<file path="config.mk">
export PLATFORM = sky130hd
export DESIGN_NAME = pixel_frame_reader
export DESIGN_NICKNAME = d
export VERILOG_FILES = /design/src/rtl/pixel_stream_pkg.sv /design/src/rtl/pixel_xy_counter.sv /design/src/rtl/pixel_frame_reader.sv
export SDC_FILE = /design/constraint.sdc
export NUM_CORES = 1
export LEC_CHECK = 0
export BUFFER_PORTS_ARGS = -buffer_cell sky130_fd_sc_hd__buf_2
export CAP_MARGIN = 10
export CELL_PAD_IN_SITES_DETAIL_PLACEMENT = 0
export CELL_PAD_IN_SITES_GLOBAL_PLACEMENT = 1
export CORE_MARGIN = 5
export CORE_UTILIZATION = 38
export CTS_CLUSTER_SIZE = 40
export DETAILED_ROUTE_END_ITERATION = 7
export PLACE_DENSITY = 0.75
export SLEW_MARGIN = 40
export SYNTH_ARGS = -nofsm -noshare
export SYNTH_HDL_FRONTEND = slang
export SYNTH_HIERARCHICAL = 1
export SYNTH_SLANG_ARGS = --single-unit
</file>
<file path="constraint.sdc">
create_clock -name i_clk -period 2.9 [get_ports i_clk]
set_input_delay 0.435 -clock i_clk [delete_from_list [all_inputs] [get_ports i_clk]]
set_output_delay 0.435 -clock i_clk [all_outputs]
set_load 0.03 [all_outputs]
</file>
<file path="src/rtl/pixel_stream_pkg.sv">
// Shared pixel-stream definitions: FSM state encoding and default frame geometry.
// Used by pixel_frame_reader (optional PIXEL_SRC_BACKPRESSURE_EN) and image_processor.
package pixel_stream_pkg;

    localparam int DEFAULT_PIXEL_W      = 24;
    localparam int DEFAULT_IMAGE_WIDTH  = 512;
    localparam int DEFAULT_IMAGE_HEIGHT = 512;
    localparam int GAP_W                = 4;

    typedef enum logic [2:0] {
        ST_IDLE,
        ST_FETCH,
        ST_WAIT,
        ST_EMIT,
        ST_GAP,
        ST_DONE
    } pix_state_t;

    // Counter width that stays legal for a dimension of 1.
    function automatic int cnt_width(input int n);
        return (n > 1) ? $clog2(n) : 1;
    endfunction

endpackage

</file>
<file path="src/rtl/pixel_xy_counter.sv">
// Raster x/y and linear address counters; the address wraps to 0 after the last pixel.
module pixel_xy_counter
    import pixel_stream_pkg::*;
#(
    parameter int IMAGE_WIDTH  = DEFAULT_IMAGE_WIDTH,
    parameter int IMAGE_HEIGHT = DEFAULT_IMAGE_HEIGHT,
    parameter int ADDR_W       = 18
) (
    input  logic              i_clk,
    input  logic              i_rst_n,
    input  logic              i_clear,
    input  logic              i_advance,
    output logic [ADDR_W-1:0] o_addr,
    output logic              o_last_in_line,
    output logic              o_last_in_frame,
    output logic              o_first_in_frame
);

    localparam int X_W = cnt_width(IMAGE_WIDTH);
    localparam int Y_W = cnt_width(IMAGE_HEIGHT);
    localparam logic [X_W-1:0] X_LAST = X_W'(IMAGE_WIDTH - 1);
    localparam logic [Y_W-1:0] Y_LAST = Y_W'(IMAGE_HEIGHT - 1);

    logic [X_W-1:0]    r_x;
    logic [Y_W-1:0]    r_y;
    logic [ADDR_W-1:0] r_addr;
    logic              w_last_x;
    logic              w_last_y;

    assign w_last_x         = (r_x == X_LAST);
    assign w_last_y         = (r_y == Y_LAST);
    assign o_addr           = r_addr;
    assign o_last_in_line   = w_last_x;
    assign o_last_in_frame  = w_last_x & w_last_y;
    assign o_first_in_frame = (r_x == '0) & (r_y == '0);

    always_ff @(posedge i_clk or negedge i_rst_n) begin
        if (!i_rst_n) begin
            r_x    <= '0;
            r_y    <= '0;
            r_addr <= '0;
        end else if (i_clear) begin
            r_x    <= '0;
            r_y    <= '0;
            r_addr <= '0;
        end else if (i_advance) begin
            if (w_last_x) begin
                r_x <= '0;
                r_y <= w_last_y ? '0 : r_y + 1'b1;
            end else begin
                r_x <= r_x + 1'b1;
            end
            r_addr <= (w_last_x && w_last_y) ? '0 : r_addr + 1'b1;
        end
    end

endmodule

</file>
<file path="src/rtl/pixel_frame_reader.sv">
// Streams a stored RGB frame from a 1-cycle-latency RAM in raster order with sof/eol/eof markers.
// Define PIXEL_SRC_BACKPRESSURE_EN to add i_pixel_ready_in and hold each pixel until accepted.
//   state | meaning
//   IDLE  | waiting for start
//   FETCH | RAM read strobe at current address
//   WAIT  | RAM data captured into pixel register
//   EMIT  | pixel valid, advance on acceptance
//   GAP   | latched inter-pixel idle cycles
//   DONE  | one-cycle done pulse
module pixel_frame_reader
    import pixel_stream_pkg::*;
#(
    parameter int IMAGE_WIDTH  = DEFAULT_IMAGE_WIDTH,
    parameter int IMAGE_HEIGHT = DEFAULT_IMAGE_HEIGHT,
    parameter int PIXEL_W      = DEFAULT_PIXEL_W,
    parameter int ADDR_W       = 18
) (
    input  logic               i_clk,
    input  logic               i_rst_n,
    input  logic               i_start,
    input  logic               i_abort,
    input  logic [GAP_W-1:0]   i_gap_cycles,
    output logic               o_mem_rd_en,
    output logic [ADDR_W-1:0]  o_mem_addr,
    input  logic [PIXEL_W-1:0] i_mem_rdata,
`ifdef PIXEL_SRC_BACKPRESSURE_EN
    input  logic               i_pixel_ready_in,
`endif
    output logic               o_pixel_valid_out,
    output logic [PIXEL_W-1:0] o_pixel_out,
    output logic               o_sof_out,
    output logic               o_eol_out,
    output logic               o_eof_out,
    output logic               o_busy,
    output logic               o_done
);

    pix_state_t       r_state;
    pix_state_t       w_next;
    logic [GAP_W-1:0] r_gap;
    logic [GAP_W-1:0] r_gap_cnt;
    logic             w_ready;
    logic             w_accept;
    logic             w_clear;
    logic             w_last_in_line;
    logic             w_last_in_frame;
    logic             w_first_in_frame;
    logic             w_rd_en;
    logic             w_valid;
    logic             w_busy;
    logic             w_done;

`ifdef PIXEL_SRC_BACKPRESSURE_EN
    assign w_ready = i_pixel_ready_in;
`else
    assign w_ready = 1'b1;
`endif

    assign w_accept = (r_state == ST_EMIT) & w_ready;
    assign w_clear  = (r_state == ST_IDLE) & i_start & ~i_abort;

    pixel_xy_counter #(
        .IMAGE_WIDTH (IMAGE_WIDTH),
        .IMAGE_HEIGHT(IMAGE_HEIGHT),
        .ADDR_W      (ADDR_W)
    ) u_xy (
        .i_clk           (i_clk),
        .i_rst_n         (i_rst_n),
        .i_clear         (w_clear),
        .i_advance       (w_accept),
        .o_addr          (o_mem_addr),
        .o_last_in_line  (w_last_in_line),
        .o_last_in_frame (w_last_in_frame),
        .o_first_in_frame(w_first_in_frame)
    );

    always_ff @(posedge i_clk or negedge i_rst_n) begin
        if (!i_rst_n) begin
            r_state   <= ST_IDLE;
            r_gap     <= '0;
            r_gap_cnt <= '0;
        end else begin
            r_state <= w_next;
            if (w_clear)
                r_gap <= i_gap_cycles;
            if (r_state == ST_EMIT && w_next == ST_GAP)
                r_gap_cnt <= r_gap - 1'b1;
            else if (r_state == ST_GAP && r_gap_cnt != '0)
                r_gap_cnt <= r_gap_cnt - 1'b1;
        end
    end

    always_comb begin
        w_next = r_state;
        if (i_abort) begin
            w_next = ST_IDLE;
        end else begin
            case (r_state)
                ST_IDLE:  if (i_start) w_next = ST_FETCH;
                ST_FETCH: w_next = ST_WAIT;
                ST_WAIT:  w_next = ST_EMIT;
                ST_EMIT: begin
                    if (w_accept) begin
                        if (w_last_in_frame) w_next = ST_DONE;
                        else if (r_gap != '0) w_next = ST_GAP;
                        else                  w_next = ST_FETCH;
                    end
                end
                ST_GAP:   if (r_gap_cnt == '0) w_next = ST_FETCH;
                ST_DONE:  w_next = ST_IDLE;
                default:  w_next = ST_IDLE;
            endcase
        end
    end

    // Outputs are decoded from the next state so they line up with it once registered.
    always_comb begin
        w_rd_en = (w_next == ST_FETCH);
        w_valid = (w_next == ST_EMIT);
        w_busy  = (w_next inside {ST_FETCH, ST_WAIT, ST_EMIT, ST_GAP});
        w_done  = (w_next == ST_DONE);
    end

    always_ff @(posedge i_clk or negedge i_rst_n) begin
        if (!i_rst_n) begin
            o_mem_rd_en       <= 1'b0;
            o_pixel_valid_out <= 1'b0;
            o_pixel_out       <= '0;
            o_sof_out         <= 1'b0;
            o_eol_out         <= 1'b0;
            o_eof_out         <= 1'b0;
            o_busy            <= 1'b0;
            o_done            <= 1'b0;
        end else begin
            o_mem_rd_en       <= w_rd_en;
            o_pixel_valid_out <= w_valid;
            o_busy            <= w_busy;
            o_done            <= w_done;
            if (w_valid) begin
                if (r_state == ST_WAIT) begin
                    o_pixel_out <= i_mem_rdata;
                    o_sof_out   <= w_first_in_frame;
                    o_eol_out   <= w_last_in_line;
                    o_eof_out   <= w_last_in_frame;
                end
            end else begin
                o_sof_out <= 1'b0;
                o_eol_out <= 1'b0;
                o_eof_out <= 1'b0;
            end
        end
    end

endmodule
</file>
==> impl_metrics.csv, run 1 <==
group,metric,value,unit
status,status,"finished clean",
yosys,synth_top_flop_cell,"dfrtp_1",
yosys,yosysSeqAreaShare,51.3,%
yosys,ys_warn_count,6,
die,die_h,110,µm
sta,hold_viol_final,0,
worst_setup_path,required,3180,ps
power,vdd.ir_drop.worst,0.309,mV
routing,vias_per_cell,5.16,
sta,fin_setup_tns,0,ps
sta,slew_headroom,54.4,%
routing,drt_wl_total,8.36,mm
clocking,clockBufferDepth,2,
finish,finalNonFillerCells,564,
sta,maxSlewViolCount,0,
global_route,antenna_found_initial,0,
yosys,netlist.area_leader.share,51.3,%
placed_design,port_buffers,80,
yosys,ys_types,55,
power,p_sw,1.26,mW
yosys,syn_area,3800,µm²
sta,rsz0062_at_grt,"no",
routing,wire_per_inst,14.8,µm
yosys,syn_nets,377,
global_route,grt_max_degree,79,
clocking,path_clk_slew,80,ps
clocking,cts_buffers,9,
global_route,grt_usage,14.3,%
finish,final_layout_size_suffix_gt1_share,33.9,%
placed_design,dpl.hpwl,5.97,mm
power,power_switching_share,36.0,%
clocking,h-tree-depth,3,
yosys,synth_edf_count,0,
die,dieArea,12100,µm²
worst_setup_path,cp_max_fo,4,
worst_setup_path,worst_setup_path_end_kind,"register",
finish,areaGrowthSynthToFinish,20.5,%
finish,layout_common_cells,"79 x buf_2, 78 x dfrtp_1, 27 x nor2_1",
power,internal_power,2.24,mW
global_route,grt_pass1_wl,13.5,mm
sta,clock.fmax,388,MHz
die,start_util,38.9,%
sta,fin_crit,2580,ps
worst_setup_path,arrival,2860,ps
placed_design,gp_congestion,0.853,
routing,drtIter0Drc,94,
finish,antenna_cells,0,
worst_hold_path,hold_class,"in2async",
global_route,grt_pass1_vias,2820,
yosys,syn_area_per_cell,11.3,µm²
sta,max_slew.worst_pin.slew,684,ps
worst_setup_path,start_kind,"register",
die,die_w,110,µm
power,comb_power_share,33.7,%
sta,setup_violations,0,
clocking,cts_tree,"built",
power,p_clk_share,22.9,%
yosys,synth_cells,337,
die,fp-row-count,36,
placed_design,place_inst,547,
run,maxCapViolCount,0,
routing,antenna_left,0,
power,p_leak,2.22,nW
yosys,synthArstFlopShare,100,%
power,power_frac_seq,43.5,%
clocking,clock-sinks,78,
yosys,ys_ff_latch,78,
routing,dr.pass1.iters,4,
die,core_area,9770,µm²
clocking,root_buffer,"clkbuf_8",
routing,drc,0,
clocking,hold_buffers,0,
yosys,synthTopCellsByArea,"dfrtp_1 51%, mux2_4 6.3%, mux2_2 3.6%",
global_route,grt.overflow.total,0,
worst_setup_path,worstSetupPathType,"reg2reg",
yosys,synth_area_leader_cell,"dfrtp_1",
routing,vias,2912,
finish,layout.nets,467,
finish,final_common_cell,"buf_2",
sta,finalClockSkew,8.85,ps
die,io_pins,81,
power,power_density,762,nW/µm²
sta,fin_crit_sh,88.9,%
clocking,clock_latency,350,ps
logic make-up after synthesis:
family	count (synthesis)	synth area share (%)
and+or+nand+nor	114	16.4
DFF	78	51.3
AOI/OAI and AO/OA	57	10.0
muxes	36	12.0
buffers and inverters	25	3.29
xor gates and xnor gates	19	4.37
adders and majority gates	8	2.63
synthesized netlist by cell type (all sizes together), types with 2 or more instances:
library cell	count
nor4b	4
nor3	5
o211ai	2
o22ai	2
clkbuf	4
and3	4
a21o	2
nand3	14
and2	6
xnor2	9
and4	2
buf	7
dfrtp	78
nand3b	3
mux2i	8
ha	8
or4	4
nand4	8
or3	7
inv	13
nor4	5
o31ai	3
xor2	10
o2111ai	3
a21oi	18
nor2	27
mux2	28
o21ai	14
nand2	22
stage by stage:
stage               cell area, µm²  worst slack [ps]  total power, mW  util, %  hold slack, ps
finish                        4580               322             3.49     46.9            93.0
global placement              4360               255             2.71     44.6             487
CTS                           4550               151             3.53     46.6             132
floorplan                     3800               145             2.37        -             139
global route                  4580              39.9             3.69     46.9             155
detailed placement            4370               177             2.72     44.7             488
timing repair:
item                                    4_1_cts  5_1_grt
resized for setup                             0        4
endpoints found under the setup margin        0        1
endpoints found under the hold margin         0        0
buffers inserted                              0        2
layout make-up:
class / count / area [µm²]
well taps: 133 / 166
clock inverters: 4 / 47.5
clock buffers: 11 / 141
inverters: 14 / 52.6
multi-input cells: 234 / 1740
fillers: 924 / 5190
flip-flops and latches: 78 / 1950
repair buffers: 90 / 482
power groups by stage:
stage / clock, mW / combinational [mW] / sequential (mW)
after floorplan: 0 / 0.471 / 1.89
after global placement: 0 / 1.18 / 1.53
after detailed placement: 0 / 1.18 / 1.54
after CTS: 0.819 / 1.19 / 1.52
after global routing: 0.876 / 1.26 / 1.56
final: 0.798 / 1.18 / 1.52
path summary, 6_finish.rpt:
check	startpoint	depth (start not counted)	slack (ps)	to
worst max-delay path	u_xy/r_y[1]	14	320	r_gap_cnt[2]
worst min-delay path	i_rst_n	1	90	r_state[1]
worst max register to register	u_xy/r_y[1]	14	320	r_gap_cnt[2]
worst min register to register	o_pixel_out[19]	1	510	o_pixel_out[19]
max in group asynchronous	i_rst_n	1	2320	u_xy/r_x[2]
min in group i_clk	i_gap_cycles[3]	2	310	r_gap[3]
state kept, by name, indices dropped and copies added (netlist names):
signal	cells
o_pixel_out	24
u_xy/o_addr	18
u_xy/r_x	9
u_xy/r_y	9
r_gap	4
r_gap_cnt	4
r_state	3
o_busy	1
o_done	1
o_eof_out	1
o_eol_out	1
o_mem_rd_en	1
o_pixel_valid_out	1
o_sof_out	1
layer usage:
metal | GRT usage [%] | routed length, µm
met5 | 0 | 0
met1 | 17.6 | 3730
met2 | 23.6 | 4060
met4 | 5.88 | 143
met3 | 4.19 | 433
worst max-delay path: stages (launching register included):
cell and delay [ps]:
dfrtp_1 380, ha_1 200, nand2_1 90, nor3_2 170, ha_2 240, nand2_1 100, inv_1 120, nor2_1 80
a21oi_2 190, nand4_1 190, mux2i_1 200, ha_1 200, nand3_1 90, xor2_1 150, mux2i_1 120
Power figures use the tool's default switching activity.
==> run 2: changes to the inputs <==
PLACE_DENSITY = 0.72   (was 0.75)
RECOVER_POWER = 25   (was not set)
==> run 2 against run 1 <==
Compared with the run above: the run now ends with capacitance limit, slew limit left; flip-flop and latch count did not move; die area unchanged; critical path depth unchanged; highest routed layer unchanged; clock power is 23% higher; maximum frequency is 1.1% lower; sequential power is essentially flat; final area is 0.79% higher; setup slack got worse by 30 ps; combinational power is essentially flat; global-route usage is 0.35 points lower; clock skew increased by 5.2 ps; first-iteration DRC count grew 6.4%.
==> impl_metrics.csv, run 2 (same netlist as run 1, synthesis figures left out) <==
group,metric,value,unit
status,status,"finished with violations",
status,violations,"capacitance limit, slew limit",
worst_setup_path,arrival,2870,ps
sta,fin_setup_tns,0,ps
sta,clock.fmax,383,MHz
routing,drt_wl_total,8.10,mm
clocking,clockBufferDepth,2,
clocking,hold_buffers,0,
finish,largest_register_ffs,24,
clocking,h-tree-depth,3,
clocking,clock_latency,340,ps
sta,fin_ws,292,ps
clocking,cts_setup_buffers,0,
power,vdd.ir_drop.worst,0.385,mV
clocking,cts_tree,"built",
placed_design,dpl_worst_slack,201,ps
power,p_leak,2.24,nW
clocking,cts_buffers,9,
power,power_density,794,nW/µm²
clocking,clock-sinks,78,
sta,rsz0062_at_grt,"no",
sta,fin_crit,2610,ps
run,maxCapViolCount,1,
sta,slew_headroom,-27.1,%
worst_setup_path,cp_max_fo,5,
routing,wire_per_inst,14.4,µm
die,core_area,9770,µm²
global_route,grt.overflow.total,0,
finish,regArea,1950,µm²
routing,dr.pass1.iters,4,
global_route,grt_pass1_vias,2793,
global_route,grt_pass1_wl,13.3,mm
die,io_pins,81,
sta,fin_crit_sh,89.9,%
worst_setup_path,worstSetupPathType,"reg2reg",
worst_setup_path,required,3160,ps
worst_setup_path,start_kind,"register",
finish,largest_register,"o_pixel_out",
finish,layout.nets,466,
sta,hold_viol_final,0,
finish,areaGrowthSynthToFinish,21.4,%
die,fp-row-count,36,
worst_setup_path,worst_setup_path_end_kind,"register",
clocking,cts_resized,0,
routing,antenna_left,0,
routing,drtIter0Drc,100,
finish,final_common_cell,"buf_2",
routing,vias,2845,
finish,antenna_cells,0,
placed_design,port_buffers,80,
sta,finalClockSkew,14.1,ps
sta,maxSlewViolCount,79,
clocking,path_clk_slew,80,ps
sta,max_slew.worst_pin.slew,1910,ps
finish,multi_input_area,1730,µm²
clocking,root_buffer,"clkbuf_8",
placed_design,dpl.hpwl,5.73,mm
sta,setup_violations,0,
die,start_util,38.9,%
die,dieArea,12100,µm²
finish,final_layout_size_suffix_gt1_share,33.4,%
sta,whs,315,ps
routing,drc,0,
die,die_w,110,µm
placed_design,gp_congestion,0.821,
global_route,grt_max_degree,79,
die,die_h,110,µm
finish,layout_common_cells,"79 x buf_2, 78 x dfrtp_1, 27 x nor2_1",
global_route,antenna_found_initial,0,
global_route,grt_usage,14.0,%
worst_hold_path,hold_class,"in2reg",
finish,fill_cells,932,
routing,vias_per_cell,5.04,
run 2: cell count changes in the layout (fill, tap and decap cells not counted), sizes merged:
cell	delta
clkbuf	+1
bufinv	+2
buf	-2
clkinv	-1
run 2: layer usage:
layer	part of all wire, %	vias up	track usage (%)
met5	0	-	0
met4	1.5	0	5.70
met3	4.5	10	3.79
met2	48	51	22.4
met1	46	1387	18.0
li1	-	1397	-
run 2: worst max-delay path, stage by stage, from the launching register on:
cell     delay (ps)
dfrtp_1         370
ha_1            190
nand2_1          80
nor3_1          180
ha_2            260
nand2_1         100
inv_1           110
nor2_1           70
a21oi_2         180
nand4_1         200
mux2i_1         210
ha_1            200
nand3_1          90
xor2_1          150
mux2i_1         130
run 2: power breakdown:
| part | total, mW | switching, mW | internal [mW] |
|---|---|---|---|
| clock | 0.985 | 0.388 | 0.597 |
| sequential | 1.52 | 0.179 | 1.34 |
| combinational | 1.16 | 0.684 | 0.478 |
run 2: area by class of cell:
cell class	instances	area share (%)
Clock buffer	11	3.06
Clock inverter	5	2.30
Inverter	14	1.14
Multi-Input combinational cell	234	37.5
Sequential cell	78	42.2
Tap cell	133	3.60
Timing Repair Buffer	89	10.1
run 2: worst paths after layout:
| check | from | end | slack (ps) | cells past startpoint |
|---|---|---|---|---|
| min | i_mem_rdata[20] | o_pixel_out[20] | 310 | 2 |
| max in group asynchronous | i_rst_n | u_xy/o_addr[2] | 1150 | 1 |
| min reg2reg | o_pixel_out[19] | o_pixel_out[19] | 510 | 1 |
| max | u_xy/r_y[1] | r_gap_cnt[2] | 290 | 14 |
| max reg2reg | u_xy/r_y[1] | r_gap_cnt[2] | 290 | 14 |
| min in group asynchronous | i_rst_n | r_state[0] | 560 | 1 |
run 2: through the flow:
| stage | cells | cell area, µm² | power, mW | utilization, % |
|---|---|---|---|---|
| after floorplan | 337 | 3800 | 2.37 | - |
| after global placement | 548 | 4370 | 2.71 | 44.7 |
| after detailed placement | 548 | 4370 | 2.72 | 44.7 |
| after CTS | 564 | 4620 | 3.72 | 47.3 |
| after global routing | 564 | 4620 | 3.88 | 47.3 |
| final | 564 | 4620 | 3.67 | 47.3 |
==> run 3: changes to the inputs <==
ABC_AREA = 1   (was not set)
CORE_UTILIZATION = 36   (was 38)
PLACE_DENSITY = 0.73   (was 0.72)
==> run 3 against run 2 <==
Compared with the run above: the flow still finishes with violations (capacitance limit, slew limit); synthesized cell count grew 42%; wire length grew 11%; count of clock-buffer cells in the layout grew 1; die area grew 5.7%; combinational power grew 8%; maximum frequency shrank 1.4%; clock skew is essentially flat; critical path depth grew 4; total power shrank 2.4%.
==> impl_metrics.csv, run 3 <==
group,metric,value,unit
global_route,grt_pass1_wl,15.8,mm
yosys,yosysSeqAreaShare,50.9,%
finish,layout.nets,616,
yosys,synth_top_family_by_area,"simple AND/OR/NAND/NOR gates",
yosys,synth.area.mux_share,0,%
clocking,h-tree-depth,3,
yosys,synth_commonest_cells,"160 x nand2_1, 78 x dfrtp_1, 57 x nor2_1",
worst_hold_path,hold_class,"in2reg",
finish,layout_common_cells,"158 x nand2_1, 79 x buf_2, 78 x dfrtp_1",
power,vdd.ir_drop.worst,0.473,mV
die,core_area,10400,µm²
yosys,synth_edf_count,0,
placed_design,port_buffers,80,
sta,setup_violations,0,
yosys,ys_types,36,
sta,clock.fmax,378,MHz
yosys,synth_xor_area_share,0.914,%
yosys,synth.most_common_cell,"nand2_1",
finish,areaGrowthSynthToFinish,22.1,%
worst_hold_path,hp-start,"i_mem_rdata[19]",
routing,vias_per_cell,4.68,
worst_setup_path,regToRegStartpoint,"u_xy/r_y[0]",
sta,whs,277,ps
yosys,synth_cells,479,
worst_hold_path,min_to,"o_pixel_out[19]",
clocking,clock-sinks,78,
yosys,ys_ff_latch,78,
global_route,antenna_found_initial,0,
sta,finalClockSkew,14.1,ps
finish,antenna_cells,0,
finish,final_layout_size_suffix_gt1_share,23.6,%
run,maxCapViolCount,1,
routing,antenna_left,0,
finish,largest_register,"o_pixel_out",
clocking,root_buffer,"clkbuf_8",
global_route,grt_max_degree,79,
die,start_util,36.9,%
die,fp-row-count,37,
die,io_pins,81,
routing,drc,0,
sta,slew_headroom,-31.4,%
sta,fin_crit,2650,ps
yosys,synth_area_leader_cell,"dfrtp_1",
yosys,synthAdderAreaFrac,2.61,%
global_route,grt.overflow.total,0,
yosys,syn_nets,519,
worst_setup_path,r2r_slack,250,ps
worst_setup_path,arrival,2870,ps
finish,fill_cells,1032,
worst_setup_path,worstSetupPathType,"reg2reg",
yosys,synthTopCellsByArea,"dfrtp_1 51%, nand2_1 16%, nor2_1 5.6%",
placed_design,gp_congestion,0.822,
clocking,cts_tree,"built",
sta,max_slew.worst_pin.slew,1970,ps
routing,vias,3354,
yosys,netlist.area_leader.share,50.9,%
routing,dr.pass1.iters,4,
sta,maxSlewViolCount,79,
worst_setup_path,worst_setup_path_end_kind,"register",
yosys,synthSimpleGateAreaFrac,30.6,%
worst_setup_path,required,3130,ps
routing,drt_wl_total,9.01,mm
worst_setup_path,r2r-end,"r_gap_cnt[2]",
sta,hold_viol_final,0,
finish,final_common_cell,"nand2_1",
finish,largest_register_ffs,24,
yosys,synth_compound_area_share,7.97,%
clocking,cts_buffers,9,
yosys,syn_area,3830,µm²
status,violations,"capacitance limit, slew limit",
status,status,"finished with violations",
global_route,grt_usage,15.0,%
routing,drtIter0Drc,194,
clocking,path_clk_slew,90,ps
yosys,synthArstFlopShare,100,%
power,power_density,765,nW/µm²
clocking,clockBufferDepth,2,
clocking,clock_latency,350,ps
worst_setup_path,start_kind,"register",
power,p_leak,2.52,nW
worst_setup_path,reg2reg_depth,18,
die,die_w,113,µm
yosys,synth_top_flop_cell,"dfrtp_1",
die,die_h,113,µm
placed_design,dpl.hpwl,6.57,mm
worst_hold_path,holdPathStages,3,
sta,fin_crit_sh,91.2,%
routing,wire_per_inst,12.6,µm
die,dieArea,12800,µm²
yosys,syn_area_per_cell,8.00,µm²
global_route,grt_pass1_vias,3292,
finish,final_util,45.1,%
yosys,ys_warn_count,6,
worst_setup_path,cp_max_fo,6,
[run 3: cell types whose count changed in the layout (fill, tap and decap cells not counted), sizes merged, moves of 7 or more]
cell,delta
nand2,+142
inv,+47
nor2,+37
mux2,-28
nand3,+12
mux2i,-8
xor2,-8
o21ai,+7
or3,-7
xnor2,-7
[run 3: cells by family (layout without fill, tap and decap cells)]
| family | after synthesis | in the layout |
|---|---|---|
| and+or+nand+nor | 272 | 272 |
| DFF | 78 | 78 |
| buffers and inverters | 67 | 169 |
| AOI/OAI and AO/OA | 50 | 50 |
| adders and majority gates | 8 | 8 |
| xor gates and xnor gates | 4 | 4 |
[run 3: worst max-delay path, cell delays in order, from the launching register on]
cell     delay (ps)
dfrtp_1         370
ha_1            190
nand3_1         100
nor4_1          230
ha_1            270
nand2_1          60
inv_1            50
inv_1            60
nand3_2          90
nand2_4          50
a21oi_4         230
nand4_4         170
nand2_1         130
nand2_2         100
ha_4            170
inv_1            40
nand2_1          50
nand3_1          70
o21ai_0          80
[run 3: per-stage QoR]
stage | instances | power [mW] | instance area, µm² | setup TNS, ps | worst slack [ps]
6_report | 717 | 3.58 | 4680 | 0 | 255
5_1_grt | 717 | 3.88 | 4680 | -23.7 | -9.67
4_1_cts | 711 | 3.59 | 4610 | 0 | 107
3_5_place_dp | 695 | 2.81 | 4420 | 0 | 130
3_3_place_gp | 695 | 2.78 | 4420 | 0 | 239
2_1_floorplan | 479 | 2.41 | 3830 | 0 | 304
[run 3: area by class of cell]
cell class,instances,area [µm²],area share [%]
clock buffers,12,155,3.32
clock inverters,4,31.3,0.668
inverters,60,228,4.87
multi-input cells,334,1650,35.2
flip-flops and latches,78,1950,41.7
well taps,136,170,3.64
repair buffers,93,498,10.6
[run 3: timing repair]
item | 4_1_cts | 5_1_grt
hold buffers | 0 | 0
gates resized for setup | 0 | 8
setup endpoints to repair | 0 | 6
buffers inserted | 0 | 6
[run 3: worst max path at each step]
stage,start,endpoint,slack [ps],cells after the start
floorplan,u_xy/r_x[0],r_gap_cnt[2],300,20
global placement,u_xy/r_x[0],r_gap_cnt[2],240,20
detailed placement,u_xy/r_x[0],r_gap_cnt[2],130,20
CTS,u_xy/r_x[0],r_gap_cnt[2],110,20
global route,u_xy/r_x[0],o_pixel_out[0],-10,17
finish,u_xy/r_y[0],r_gap_cnt[2],250,18
[run 3: layer usage]
layer	routed length, µm	vias to the layer above	GRT usage, %
met4	62	0	3.69
met3	505	6	3.96
met2	4140	84	22.2
li1	-	1700	-
met1	4310	1564	21.9
met5	0	-	0
[run 3: where the power goes]
part	switching (mW)	internal (mW)	leakage, nW
clock network	0.407	0.360	0.0848
registers	0.195	1.37	1.02
logic	0.861	0.389	1.42
total	1.46	2.12	2.52
